===== src/rtl/cache_pkg.sv =====
// Shared definitions for the instruction cache.
// Contents:
//   icache_state_t     refill FSM states (IDLE, REFILL, FILL_DONE)
//   ADDR_W / DATA_W    byte-address and instruction widths
//   DEF_LINES / DEF_WORDS and the derived DEF_* field widths
//   off_w / idx_w / tag_w  address-field widths for any LINES/WORDS
//   NOP_INSTR          value driven on instr when there is no hit
package cache_pkg;

  typedef enum logic [1:0] {
    IDLE      = 2'd0,
    REFILL    = 2'd1,
    FILL_DONE = 2'd2
  } icache_state_t;

  localparam int ADDR_W    = 32;
  localparam int DATA_W    = 32;
  localparam int DEF_LINES = 16;
  localparam int DEF_WORDS = 4;

  localparam logic [DATA_W-1:0] NOP_INSTR = 32'h0;

  // Word-offset field width for a line of 'words' 32-bit words.
  function automatic int off_w(input int words);
    return $clog2(words);
  endfunction

  // Line-index field width for a cache of 'lines' lines.
  function automatic int idx_w(input int lines);
    return $clog2(lines);
  endfunction

  // Tag is whatever remains above index, offset and the byte bits.
  function automatic int tag_w(input int lines, input int words);
    return ADDR_W - idx_w(lines) - off_w(words) - 2;
  endfunction

  localparam int DEF_OFF_W = off_w(DEF_WORDS);
  localparam int DEF_IDX_W = idx_w(DEF_LINES);
  localparam int DEF_TAG_W = tag_w(DEF_LINES, DEF_WORDS);

endpackage


===== src/rtl/icache_store.sv =====
// Valid/tag/data storage for the direct-mapped instruction cache.
// Ports:
//   clk, rst                      clock, synchronous active-high reset (clears valids)
//   rd_index, rd_offset           combinational lookup address
//   rd_valid, rd_tag, rd_data     lookup results for that line / word
//   wr_en, wr_index, wr_offset,   synchronous single-word data write
//   wr_data
//   set_valid, set_index, set_tag mark a line valid and load its tag
//   inv_all                       clear every valid bit (wins over set_valid)
module icache_store
  import cache_pkg::*;
#(
  parameter int LINES = DEF_LINES,
  parameter int WORDS = DEF_WORDS,
  parameter int OFF_W = off_w(WORDS),
  parameter int IDX_W = idx_w(LINES),
  parameter int TAG_W = tag_w(LINES, WORDS)
) (
  input  logic              clk,
  input  logic              rst,
  input  logic [IDX_W-1:0]  rd_index,
  input  logic [OFF_W-1:0]  rd_offset,
  output logic              rd_valid,
  output logic [TAG_W-1:0]  rd_tag,
  output logic [DATA_W-1:0] rd_data,
  input  logic              wr_en,
  input  logic [IDX_W-1:0]  wr_index,
  input  logic [OFF_W-1:0]  wr_offset,
  input  logic [DATA_W-1:0] wr_data,
  input  logic              set_valid,
  input  logic [IDX_W-1:0]  set_index,
  input  logic [TAG_W-1:0]  set_tag,
  input  logic              inv_all
);

  logic              valid_vec [LINES];
  logic [TAG_W-1:0]  tag_vec   [LINES];
  logic [DATA_W-1:0] word_vec  [LINES];

  genvar gi;
  generate
    for (gi = 0; gi < LINES; gi++) begin : g_line
      logic              valid_reg;
      logic [TAG_W-1:0]  tag_reg;
      logic [DATA_W-1:0] data_reg [WORDS];

      always_ff @(posedge clk) begin
        if (rst || inv_all) begin
          valid_reg <= 1'b0;
        end else if (set_valid && set_index == IDX_W'(gi)) begin
          valid_reg <= 1'b1;
        end
      end

      // Tag and data need no reset: they are only observed through valid.
      always_ff @(posedge clk) begin
        if (set_valid && set_index == IDX_W'(gi)) begin
          tag_reg <= set_tag;
        end
        if (wr_en && wr_index == IDX_W'(gi)) begin
          data_reg[wr_offset] <= wr_data;
        end
      end

      assign valid_vec[gi] = valid_reg;
      assign tag_vec[gi]   = tag_reg;
      assign word_vec[gi]  = data_reg[rd_offset];
    end
  endgenerate

  assign rd_valid = valid_vec[rd_index];
  assign rd_tag   = tag_vec[rd_index];
  assign rd_data  = word_vec[rd_index];

endmodule


===== src/rtl/icache_refill.sv =====
// Direct-mapped read-only instruction cache with a line-refill FSM.
// Ports:
//   clk, rst              clock, synchronous active-high reset
//   pc_addr, pc_req       fetch byte address and request
//   inv                   invalidate all lines (aborts a refill in progress)
//   instr, hit            same-cycle instruction on a hit, NOP otherwise
//   stall                 hold PC and IF/ID (miss seen or refill in progress)
//   mem_req, mem_addr     word request to backing memory, held until mem_valid
//   mem_rdata, mem_valid  returned word and its completion strobe
//   miss_cnt              wrapping count of misses since reset
module icache_refill
  import cache_pkg::*;
#(
  parameter int LINES      = DEF_LINES,
  parameter int WORDS      = DEF_WORDS,
  parameter int MISS_CNT_W = 16
) (
  input  logic                  clk,
  input  logic                  rst,
  input  logic [ADDR_W-1:0]     pc_addr,
  input  logic                  pc_req,
  input  logic                  inv,
  output logic [DATA_W-1:0]     instr,
  output logic                  hit,
  output logic                  stall,
  output logic                  mem_req,
  output logic [ADDR_W-1:0]     mem_addr,
  input  logic [DATA_W-1:0]     mem_rdata,
  input  logic                  mem_valid,
  output logic [MISS_CNT_W-1:0] miss_cnt
);

  localparam int OFF_W  = off_w(WORDS);
  localparam int IDX_W  = idx_w(LINES);
  localparam int TAG_W  = tag_w(LINES, WORDS);
  localparam int LINE_W = TAG_W + IDX_W;
  localparam logic [OFF_W-1:0] LAST_WORD = OFF_W'(WORDS - 1);

  icache_state_t         state_reg, state_next;
  logic [LINE_W-1:0]     line_reg, line_next;       // latched {tag, index}
  logic [OFF_W-1:0]      cnt_reg, cnt_next;
  logic [MISS_CNT_W-1:0] miss_cnt_reg, miss_cnt_next;
  logic                  mem_req_reg, mem_req_next;
  logic [ADDR_W-1:0]     mem_addr_reg, mem_addr_next;

  logic [OFF_W-1:0]  pc_offset;
  logic [IDX_W-1:0]  pc_index;
  logic [TAG_W-1:0]  pc_tag;
  logic              rd_valid;
  logic [TAG_W-1:0]  rd_tag;
  logic [DATA_W-1:0] rd_data;
  logic              wr_en, set_valid, inv_all;
  logic [OFF_W-1:0]  cnt_inc;
  logic              unused_byte_bits;

  assign pc_offset        = pc_addr[OFF_W+1:2];
  assign pc_index         = pc_addr[IDX_W+OFF_W+1:OFF_W+2];
  assign pc_tag           = pc_addr[ADDR_W-1:IDX_W+OFF_W+2];
  assign unused_byte_bits = ^pc_addr[1:0];
  assign cnt_inc          = cnt_reg + 1'b1;

  icache_store #(
    .LINES(LINES),
    .WORDS(WORDS)
  ) u_store (
    .clk      (clk),
    .rst      (rst),
    .rd_index (pc_index),
    .rd_offset(pc_offset),
    .rd_valid (rd_valid),
    .rd_tag   (rd_tag),
    .rd_data  (rd_data),
    .wr_en    (wr_en),
    .wr_index (line_reg[IDX_W-1:0]),
    .wr_offset(cnt_reg),
    .wr_data  (mem_rdata),
    .set_valid(set_valid),
    .set_index(line_reg[IDX_W-1:0]),
    .set_tag  (line_reg[LINE_W-1:IDX_W]),
    .inv_all  (inv_all)
  );

  // An invalidate in the same cycle suppresses the hit, since the line is
  // about to disappear.
  assign hit   = pc_req && (state_reg == IDLE) && !inv && rd_valid && (rd_tag == pc_tag);
  assign instr = hit ? rd_data : NOP_INSTR;
  assign stall = (pc_req && !hit) || (state_reg != IDLE);

  assign mem_req  = mem_req_reg;
  assign mem_addr = mem_addr_reg;
  assign miss_cnt = miss_cnt_reg;

  always_ff @(posedge clk) begin
    if (rst) begin
      state_reg    <= IDLE;
      line_reg     <= '0;
      cnt_reg      <= '0;
      miss_cnt_reg <= '0;
      mem_req_reg  <= 1'b0;
      mem_addr_reg <= '0;
    end else begin
      state_reg    <= state_next;
      line_reg     <= line_next;
      cnt_reg      <= cnt_next;
      miss_cnt_reg <= miss_cnt_next;
      mem_req_reg  <= mem_req_next;
      mem_addr_reg <= mem_addr_next;
    end
  end

  always_comb begin
    state_next    = state_reg;
    line_next     = line_reg;
    cnt_next      = cnt_reg;
    miss_cnt_next = miss_cnt_reg;
    mem_req_next  = mem_req_reg;
    mem_addr_next = mem_addr_reg;
    wr_en         = 1'b0;
    set_valid     = 1'b0;
    inv_all       = 1'b0;

    case (state_reg)
      IDLE: begin
        if (inv) begin
          inv_all = 1'b1;
        end else if (pc_req && !hit) begin
          line_next     = {pc_tag, pc_index};
          cnt_next      = '0;
          miss_cnt_next = miss_cnt_reg + 1'b1;
          mem_req_next  = 1'b1;
          mem_addr_next = {pc_tag, pc_index, {OFF_W{1'b0}}, 2'b00};
          state_next    = REFILL;
        end
      end

      REFILL: begin
        if (inv) begin
          // Abort: the outstanding response is simply never consumed.
          inv_all      = 1'b1;
          mem_req_next = 1'b0;
          state_next   = IDLE;
        end else if (mem_valid && mem_req_reg) begin
          wr_en = 1'b1;
          if (cnt_reg == LAST_WORD) begin
            set_valid    = 1'b1;
            mem_req_next = 1'b0;
            state_next   = FILL_DONE;
          end else begin
            cnt_next      = cnt_inc;
            mem_addr_next = {line_reg, cnt_inc, 2'b00};
          end
        end
      end

      FILL_DONE: begin
        inv_all    = inv;
        state_next = IDLE;
      end

      default: state_next = IDLE;
    endcase
  end

endmodule


===== config.mk =====
export PLATFORM = sky130hd
export DESIGN_NAME = icache_refill
export DESIGN_NICKNAME = d
export VERILOG_FILES = /design/src/rtl/cache_pkg.sv /design/src/rtl/icache_store.sv /design/src/rtl/icache_refill.sv
export SDC_FILE = /design/constraint.sdc
export NUM_CORES = 2
export LEC_CHECK = 0
export CAP_MARGIN = 20
export CELL_PAD_IN_SITES_DETAIL_PLACEMENT = 0
export CELL_PAD_IN_SITES_GLOBAL_PLACEMENT = 1
export CORE_MARGIN = 5
export CORE_UTILIZATION = 23
export CTS_CLUSTER_DIAMETER = 50
export DETAILED_ROUTE_END_ITERATION = 6
export DONT_BUFFER_PORTS = 1
export PLACE_DENSITY_LB_ADDON = 0.1
export SYNTH_ARGS = -nofsm -noshare
export SYNTH_HDL_FRONTEND = slang
export SYNTH_SLANG_ARGS = --single-unit

===== constraint.sdc =====
create_clock -name clk -period 4.2 [get_ports clk]
set_clock_uncertainty 0.15 [all_clocks]
set_input_delay 0.84 -clock clk [delete_from_list [all_inputs] [get_ports clk]]
set_output_delay 0.84 -clock clk [all_outputs]
set_load 0.1 [all_outputs]

==> results.py <==
metrics = {
    "global_route": {
        "antenna_found_initial": 31,
        "grt_pass1_wl_um": 425000,
        "groute.usage.overall": 0.139,
        "grt_max_degree": 513,
        "first_global_vias": 49549,
        "grt-ovfl-total": 0,
    },
    "pwr": {
        "power_switching_mw": 13.4,
        "vdd_drop_max_v": 0.000313,
        "comb_power_share": 0.037,
        "seq_power_share": 0.448,
        "p_leak_nw": 38.2,
        "clockPowerShare": 0.514,
        "p_sw_frac": 0.215,
        "p_int_mw": 48.8,
        "powerDensity_nw_per_um2": 511,
    },
    "logic_synthesis": {
        "synth_cell_types": 63,
        "synth_warnings": 0,
        "syn-cell-area_sq_um": 97700,
        "ys_seq_area_frac": 0.766,
        "synth-main-ff-cell": "edfxtp_1",
        "synth_edf_count": 2432,
        "synth_cells": 4230,
        "avgSynthCellArea_sq_um": 23.1,
        "postSynthRegisterBits": 2525,
        "synthArstFlopShare": 0,
    },
    "clocking": {
        "cts-root-buf": "clkbuf_16",
        "tritoncts": "yes",
        "ctsHtreeMaxLevel": 5,
        "clk_latency_ns": 0.91,
        "cts_made_buffers": 383,
        "path_clk_slew_ns": 0.05,
        "cts_max_path_buffers": 4,
        "cts_sinks": 2525,
    },
    "die": {
        "ios": 152,
        "die_h_um": 662,
        "start_util": 0.231,
        "core_area_sq_um": 423000,
        "die-area_sq_um": 438000,
        "placementRows": 239,
        "die_w_um": 662,
    },
    "cells_and_area": {
        "postLayoutCellArea_sq_um": 122000,
        "largest_reg_flops": 2048,
        "mostFrequentLayoutCells": "edfxtp_1 (2432), mux4_2 (740), clkbuf_16 (391)",
        "mostFrequentLayoutCell": "edfxtp_1",
        "fill_cells": 41362,
        "drive_gt1_frac": 0.361,
        "nets": 4785,
        "syn2layout_area_growth_pct": 24.6,
    },
    "detailed_routing": {
        "drt-vias-per-instance": 4.33,
        "drtIter0Drc": 3293,
        "wl_per_cell_um": 29.2,
        "drc": 0,
        "via_count": 46334,
        "drtAntennaViolNets": 0,
        "firstDrtPassIters": 5,
        "wirelength_um": 312000,
    },
    "place": {
        "dp_hpwl_um": 164000,
        "globalplace.congestion": 0.705,
        "io_buffers": 0,
        "placed_area_sq_um": 107000,
    },
    "worst_setup_path": {
        "rrSetupSlack_ns": 0.30,
        "rr_worst_depth": 15,
        "cp.arrival_ns": 4.43,
        "start_kind": "primary input",
        "path_class": "primary input to output pin",
        "timing.rr.start": "u_store.g_line[13].tag_reg[8]",
        "worst_setup_path_end_kind": "output pin",
        "timing.rr.end": "mem_addr[9]",
        "required_ns": 3.21,
        "path_max_fanout": 166,
    },
    "timing": {
        "timing.fmax_mhz": 185,
        "setup_slack_ns": -1.22,
        "rsz0062_at_grt": "true",
        "holdWs_ns": 0.107,
        "fin_crit_sh": 1.29,
        "fin_crit_ns": 5.42,
        "hold_violations": 0,
        "setup_viol": 46,
        "drv_slew": 104,
        "timing.slew.headroom": -0.0897,
        "worst_slew_pin_slew_ns": 1.63,
    },
    "worst_hold_path": {
        "min_to": "mem_addr[25]",
        "hold_class": "primary input to flip-flop",
        "holdPathStages": 2,
        "min-delay-start": "pc_addr[25]",
    },
    "status": {
        "violations": "max-slew violations, negative setup slack",
        "status": "finished, violations left",
    },
    "job": {
        "cap_violations": 0,
    },
}
Yosys cell counts (19+ instances only):
library cell	number	share of area
dfxtp_1	93	0.019
o21ai_0	29	0.0015
mux2i_1	115	0.012
edfxtp_1	2432	0.75
nor2b_1	46	0.0029
a211oi_1	85	0.0065
a21oi_1	46	0.0024
nor2_1	36	0.0014
xnor2_1	21	0.0019
buf_2	38	0.0019
nand3_1	37	0.0019
and2_1	87	0.0056
buf_4	19	0.0015
mux4_2	740	0.17
clkbuf_1	162	0.0062
nand2_1	22	0.00084
metal layers:
layer / up-vias / routed length (um) / GRT usage
li1: 19207 / - / -
met2: 1025 / 154000 / 0.235
met3: 354 / 13600 / 0.0235
met1: 25746 / 138000 / 0.187
met5: - / 8 / 0
met4: 2 / 6040 / 0.0299
worst max-delay path, stage by stage:
cell      delay (ns)
mux4_2          0.80
mux2i_2         0.19
mux2i_2         0.13
xor2_1          0.22
or4_4           0.46
nor4_4          0.23
nand4_1         0.13
buf_6           0.15
buf_12          0.16
buf_12          0.17
a211oi_4        0.24
buf_12          0.21
worst max path at each step:
stage / from / to / slack (ns)
floorplan: pc_addr[5] / instr[10] / -0.87
global placement: pc_addr[6] / instr[10] / -1.35
detailed placement: pc_addr[4] / instr[10] / -1.30
CTS: pc_addr[4] / instr[10] / -1.03
global route: pc_addr[5] / instr[10] / -1.09
finish: pc_addr[5] / instr[10] / -1.22
kinds of logic (layout without fill, tap and decap cells):
family | Yosys count | in the layout | share of synthesized area
AO/OA/AOI/OAI | 232 | 232 | 0.0160
XOR/XNOR | 31 | 31 | 0.00278
adder cells (fa/ha/maj) | 5 | 5 | 0.000640
buffers and inverters | 262 | 1064 | 0.0124
flip-flops | 2525 | 2525 | 0.766
multiplexers | 870 | 870 | 0.184
other | 1 | 11 | 0.0000384
AND/OR/NAND/NOR | 304 | 304 | 0.0178
power groups by stage:
stage                     clock network [mW]  registers [mW]  logic, mW
after floorplan                            0            28.3       1.45
after global placement                     0            28.4       1.71
after detailed placement                   0            28.4       1.70
after CTS                               33.0            27.9       2.18
after global routing                    34.1            27.9       2.43
final                                   32.0            27.9       2.30
through the flow:
stage / power (mW) / std cells / setup slack [ns] / setup TNS, ns / util
after global routing: 64.4 / 10698 / -1.09 / -33.84 / 0.288
after detailed placement: 30.1 / 9917 / -1.30 / -81.01 / 0.253
final: 62.2 / 10705 / -1.22 / -38.23 / 0.288
after floorplan: 29.8 / 4231 / -0.868 / -22.02 / -
after CTS: 63.0 / 10687 / -1.03 / -31.56 / 0.287
after global placement: 30.1 / 9917 / -1.35 / -85.98 / 0.253
final cells by class:
type / instances / area, sq um / share of cell area
clock buffer: 443 / 9970 / 0.0819
clock inverter: 264 / 2930 / 0.0240
tap: 5663 / 7090 / 0.0582
multi-input combinational: 1444 / 22200 / 0.183
inverter: 14 / 66.3 / 0.000544
timing repair buffer: 343 / 4580 / 0.0376
sequential: 2525 / 74900 / 0.615
antenna: 9 / 22.5 / 0.000185
what timing repair did:
item	CTS	global route
buffers inserted	4	2
endpoints found under the hold margin	2125	0
pin swaps	4	8
setup endpoints to repair	34	62
hold buffers	59	0
gates resized for setup	19	17
gates cloned	0	4
Note: power is estimated with default switching activity, not from simulation.
